`src/rtl/ondra_par_responder.sv`:
```
// Ondra parallel-port responder: strobe filter, Centronics BUSY/nACK handshake and FWFT byte FIFO.
// Optional statistics counters are enabled with `define ONDRA_PAR_STATS_EN.
module ondra_par_responder #(
    parameter int DEPTH_LOG2     = 4,
    parameter int MIN_STB_CYCLES = 4,
    parameter int ACK_CYCLES     = 40
) (
    input  logic                  clk_sys,
    input  logic                  reset,
    input  logic                  non_stb_i,
    input  logic [7:0]            pdata_i,
    output logic                  busy_o,
    output logic                  non_ack_o,
    output logic [7:0]            m_data_o,
    output logic                  m_valid_o,
    input  logic                  m_ready_i,
    output logic [DEPTH_LOG2:0]   level_o,
    output logic                  overflow_o,
    input  logic                  clr_ovf_i
`ifdef ONDRA_PAR_STATS_EN
    ,
    output logic [15:0]           rx_count_o,
    output logic [15:0]           drop_count_o
`endif
);

    localparam int DEPTH   = 1 << DEPTH_LOG2;
    localparam int CNT_MAX = (ACK_CYCLES > MIN_STB_CYCLES) ? ACK_CYCLES : MIN_STB_CYCLES;
    localparam int CNT_W   = $clog2(CNT_MAX + 1);
    localparam logic [DEPTH_LOG2:0] FULL_LEVEL = (DEPTH_LOG2 + 1)'(DEPTH);

    typedef enum logic [2:0] {IDLE, FILTER, CAPTURE, ACK, WAIT_HI} state_t;

    state_t                state, state_n;
    logic [CNT_W-1:0]      cnt, cnt_n;
    logic [1:0]            rst_pipe;
    logic                  rst_int;
    logic                  stb_meta, stb_s;
    logic [7:0]            mem [DEPTH];
    logic [DEPTH_LOG2-1:0] wr_ptr, rd_ptr;
    logic [DEPTH_LOG2:0]   level, level_n;
    logic                  full, pop, push, drop;

    // Reset asserts immediately but releases in step with clk_sys.
    always_ff @(posedge clk_sys or posedge reset) begin
        if (reset) rst_pipe <= 2'b11;
        else       rst_pipe <= {rst_pipe[0], 1'b0};
    end
    assign rst_int = rst_pipe[1];

    always_ff @(posedge clk_sys or posedge rst_int) begin
        if (rst_int) begin
            stb_meta <= 1'b1;
            stb_s    <= 1'b1;
        end else begin
            stb_meta <= non_stb_i;
            stb_s    <= stb_meta;
        end
    end

    assign full      = (level == FULL_LEVEL);
    assign m_valid_o = (level != '0);
    assign pop       = m_valid_o & m_ready_i;
    assign m_data_o  = m_valid_o ? mem[rd_ptr] : 8'h00;
    assign level_o   = level;

    always_comb begin
        state_n = state;
        cnt_n   = cnt;
        push    = 1'b0;
        drop    = 1'b0;
        case (state)
            IDLE: begin
                if (!stb_s) begin
                    state_n = FILTER;
                    cnt_n   = CNT_W'(1);
                end
            end
            FILTER: begin
                if (stb_s)                               state_n = IDLE;
                else if (cnt == CNT_W'(MIN_STB_CYCLES)) state_n = CAPTURE;
                else                                     cnt_n   = cnt + 1'b1;
            end
            CAPTURE: begin
                if (!full || pop) push = 1'b1;
                else              drop = 1'b1;
                state_n = ACK;
                cnt_n   = '0;
            end
            ACK: begin
                if (cnt == CNT_W'(ACK_CYCLES - 1)) state_n = WAIT_HI;
                else                               cnt_n   = cnt + 1'b1;
            end
            WAIT_HI: begin
                if (stb_s) state_n = IDLE;
            end
            default: state_n = IDLE;
        endcase
    end

    always_comb begin
        level_n = level;
        case ({push, pop})
            2'b10:   level_n = level + 1'b1;
            2'b01:   level_n = level - 1'b1;
            default: level_n = level;
        endcase
    end

    // BUSY and nACK are computed from next state so both leave a flop cleanly.
    always_ff @(posedge clk_sys or posedge rst_int) begin
        if (rst_int) begin
            state      <= IDLE;
            cnt        <= '0;
            wr_ptr     <= '0;
            rd_ptr     <= '0;
            level      <= '0;
            busy_o     <= 1'b0;
            non_ack_o  <= 1'b1;
            overflow_o <= 1'b0;
        end else begin
            state     <= state_n;
            cnt       <= cnt_n;
            level     <= level_n;
            busy_o    <= (state_n inside {CAPTURE, ACK, WAIT_HI}) || (level_n == FULL_LEVEL);
            non_ack_o <= (state_n != ACK);
            if (push) wr_ptr <= wr_ptr + 1'b1;
            if (pop)  rd_ptr <= rd_ptr + 1'b1;
            if (drop)           overflow_o <= 1'b1;
            else if (clr_ovf_i) overflow_o <= 1'b0;
        end
    end

    always_ff @(posedge clk_sys) begin
        if (push) mem[wr_ptr] <= pdata_i;
    end

`ifdef ONDRA_PAR_STATS_EN
    // Saturating counters; deliberately untouched by clr_ovf_i.
    always_ff @(posedge clk_sys or posedge rst_int) begin
        if (rst_int) begin
            rx_count_o   <= '0;
            drop_count_o <= '0;
        end else begin
            if (push && rx_count_o != 16'hFFFF)   rx_count_o   <= rx_count_o + 1'b1;
            if (drop && drop_count_o != 16'hFFFF) drop_count_o <= drop_count_o + 1'b1;
        end
    end
`endif

endmodule
```
`config.mk`:
```
export PLATFORM = sky130hd
export DESIGN_NAME = ondra_par_responder
export DESIGN_NICKNAME = d
export VERILOG_FILES = /design/src/rtl/ondra_par_responder.sv
export SDC_FILE = /design/constraint.sdc
export NUM_CORES = 1
export LEC_CHECK = 0
export BUFFER_PORTS_ARGS = -buffer_cell sky130_fd_sc_hd__buf_2
export CORE_UTILIZATION = 45
export DETAILED_ROUTE_END_ITERATION = 16
export PLACE_DENSITY = 0.6
export SYNTH_ARGS = -nofsm -noshare
export SYNTH_HDL_FRONTEND = slang
export SYNTH_SLANG_ARGS = --single-unit
```
`constraint.sdc`:
```
create_clock -name clk_sys -period 2.6 [get_ports clk_sys]
set_input_delay 0 -clock clk_sys [delete_from_list [all_inputs] [get_ports clk_sys]]
set_output_delay 0 -clock clk_sys [all_outputs]
set_load 0.03 [all_outputs]
```
==> key figures <==
Run status
  – Run status: complete, but fails checks
  – Failing checks: design-rule violations

Placement
  – GP Congestion: 0.803
  – Port-buffer cells: 29
  – Dpl cell area: 0.00718 sq mm
  – Pre-CTS setup slack: 0.126 ns
  – Final HPWL DP: 8050 um

Synthesis
  – Dominant cells by area after synthesis: edfxtp_1 58%, mux4_2 14%, dfrtp_1 9.0%, dfstp_2 2.0%, ha_1 1.9%
  – Yosys Warn Count: 0
  – Share of the synthesized area in the top cell type: 57.7%
  – Post-synth EDFFs: 128
  – Seq/Total Area, Yosys: 68.7%
  – Mean Syn Cell Area: 17.8 sq um
  – Post-Syn Area: 0.00666 sq mm
  – Yosys reg bits: 157
  – Cell type with the largest total area after synthesis: edfxtp_1
  – Distinct cells, synth: 54
  – Asr flop ratio synth: 18.5%
  – Cells after synthesis: 374
  – Synthesized Nets: 398
  – Top FF cell, synth: edfxtp_1

Clocking
  – Number of H-tree levels: 4
  – Setup Fix Bufs, Post-CTS: 0
  – CTS Root Cell: clkbuf_16
  – CTS tree: yes
  – Worst-path clk slew: 0.06 ns
  – Worst skew pair latency: 0.43 ns
  – Clock Path Buffers: 2
  – Total CTS buffers: 17
  – Clock sink count: 157

Global route
  – Grt ovf: 0
  – Antenna violations before repair: 0
  – Largest net degree at the start of global routing: 36
  – Vias in the first global route: 3472
  – Global-route wire length before repair: 19900 um
  – GRT Util Overall: 18.5%

Critical path
  – CP Max Fanout: 18
  – Slack of the worst reg-to-reg path: 0.13 ns
  – Kind of critical path: flop to output port
  – Worst Setup Start Kind: flop
  – Worst r2r dst: busy_o
  – Reg2reg path depth: 8
  – Worst endpoint required time: 2.60 ns
  – RR Startpoint: level_o[2]
  – Arr. time, crit path: 2.49 ns
  – Setup crit end kind: output port

Timing
  – Final Hold Viols: 0
  – Fmax: 401 MHz
  – Worst clock skew: 0.0154 ns
  – Final Setup Violations: 0
  – Period utilization: 95.9%
  – Relative slew margins: 51.2%
  – Final min period: 2.49 ns
  – Final TNS setup: 0 ns
  – Slew Viols, Final: 0
  – Setup repair after global routing missed its margin: false
  – Fin worst setup slack: 0.107 ns
  – Worst-margin pin slew: 0.731 ns

Floorplan
  – Die ar.: 0.0153 sq mm
  – Boundary Pins: 30
  – Vert. Die Dim: 124 um
  – Initial Utilization: 46.0%
  – Core Rows: 44
  – Core Footprint: 0.0145 sq mm
  – Die X: 124 um

Route
  – Drt pass-1 iters: 10
  – Vias: 3565
  – Total wire length: 12600 um
  – # DRC: 1
  – Wire per inst: 19.7 um
  – Final antenna-violating net count: 0
  – Vias/cell: 5.54
  – DRT iter0 DRCs: 287

Cells and area
  – Fillers: 1154
  – Diodes inserted: 0
  – Layout cells sized above 1: 33.1%
  – # nets final: 470
  – Syn-to-layout area delta: 18.8%
  – Design Area, Final: 0.00792 sq mm
  – Post-layout util: 54.7%

Power
  – Peak VDD IR: 479 uV
  – PD cells: 1100 mW/mm^2
  – Leak: 0.00278 uW

Flow run
  – Max-cap violation count: 0

Min path
  – Tightest Hold Check Type: input pin to async pin
## power breakdown
part           leakage [uW]  switching (uW)  internal (uW)
Combinational       0.00100            1700           1460
Sequential          0.00150             285           2960
Clock              0.000275            1010           1330
Total               0.00278            2990           5750
## critical path, cell delays in order (launching register included)
cell	delay, ns
dfrtp_2	0.45
buf_16	0.21
mux4_2	0.56
mux4_2	0.51
and2_1	0.17
buf_2	0.17
## cell usage after synthesis (5+ instances only)
cell        n
nand2b_1    6
nand3_1     8
nor2_1     16
dfrtp_1    24
a21oi_1     6
nand4_1     5
and2_1      8
mux4_2     40
edfxtp_1  128
or2_2       5
nand2_1    19
buf_1       6
inv_1       9
ha_1       10
nor3_1      5
dfstp_2     5
xnor2_1     7
mux2i_1     5
o21ai_0    11
## logic make-up (layout without fill, tap and decap cells)
kind of cell	count (synthesis)	count (layout)	synth area share, %
AO/OA/AOI/OAI	40	40	4.56
XOR/XNOR	9	9	1.18
adder cells (fa/ha/maj)	11	11	2.18
buffers and inverters	27	112	1.99
flip-flops	157	157	68.7
multiplexers	45	45	14.3
other	1	1	0.0563
AND/OR/NAND/NOR	84	84	7.10
## layout make-up
class                   count  area, sq um  share of cell area (%)
clock inverters            15          139                    1.75
multi-input cells         190         1970                    24.9
inverters                  10         37.5                   0.474
well taps                 184          230                    2.91
repair buffers             70          536                    6.77
clock buffers              17          425                    5.37
flip-flops and latches    157         4580                    57.9
## layout by cell type, fill, tap and decap left out, types with 3 or more instances in the layout
| master | instances |
|---|---|
| dfstp_2 | 5 |
| or2_2 | 5 |
| xnor2_1 | 7 |
| mux4_2 | 40 |
| clkinv_4 | 4 |
| dfrtp_1 | 21 |
| ha_1 | 10 |
| nor2_1 | 16 |
| dlygate4sd3_1 | 13 |
| inv_1 | 9 |
| buf_4 | 25 |
| o211ai_1 | 3 |
| and2_1 | 8 |
| nand2b_1 | 6 |
| clkinv_2 | 3 |
| nand2_1 | 19 |
| clkbuf_16 | 18 |
| nor3_1 | 5 |
| nor2b_1 | 3 |
| nand3_1 | 8 |
| o21ai_0 | 11 |
| a21oi_1 | 6 |
| mux2i_1 | 5 |
| dfrtp_2 | 3 |
| nand4_1 | 5 |
| edfxtp_1 | 128 |
| buf_2 | 29 |
## flip-flops by register name (all words and copies together), names as in the netlist
| signal | flops |
|---|---|
| mem | 128 |
| non_ack_o | 1 |
| busy_o | 1 |
| level_o | 5 |
| rst_pipe | 2 |
| stb_s | 1 |
| cnt | 6 |
| rd_ptr | 4 |
| state | 3 |
| overflow_o | 1 |
| wr_ptr | 4 |
| stb_meta | 1 |
## per-stage QoR
stage,instances,hold slack [ns],power [uW]
after floorplan,374,-0.0885,5570
after global placement,597,0.0281,6330
after detailed placement,597,0.0302,6380
after CTS,642,0.120,8730
after global routing,643,0.133,9220
final,643,0.138,8740
## how the worst max path moves through the flow
stage                           from     endpoint  slack (ns)  cells after the start
after floorplan           level_o[3]       busy_o        0.05                      8
after global placement    level_o[2]       busy_o        0.18                      8
after detailed placement  level_o[2]       busy_o        0.13                      8
after CTS                  rd_ptr[0]  m_data_o[7]        0.03                      5
after global routing      level_o[2]       busy_o       0.005                      8
final                      rd_ptr[0]  m_data_o[7]        0.11                      5
## metal layers
layer / global-route usage [%] / up-vias / routed length, um
met4: 6.10 / 0 / 128
met2: 27.1 / 78 / 5890
met1: 26.7 / 1853 / 6060
li1: - / 1625 / -
met3: 5.13 / 9 / 564
met5: 0 / - / 0
## repair_timing
action / 4_1_cts / 5_1_grt
endpoints found under the hold margin: 133 / 0
gates resized for setup: 0 / 2
hold buffers: 13 / 0
setup endpoints to repair: 0 / 7
Note: power is estimated with default switching activity, not from simulation.
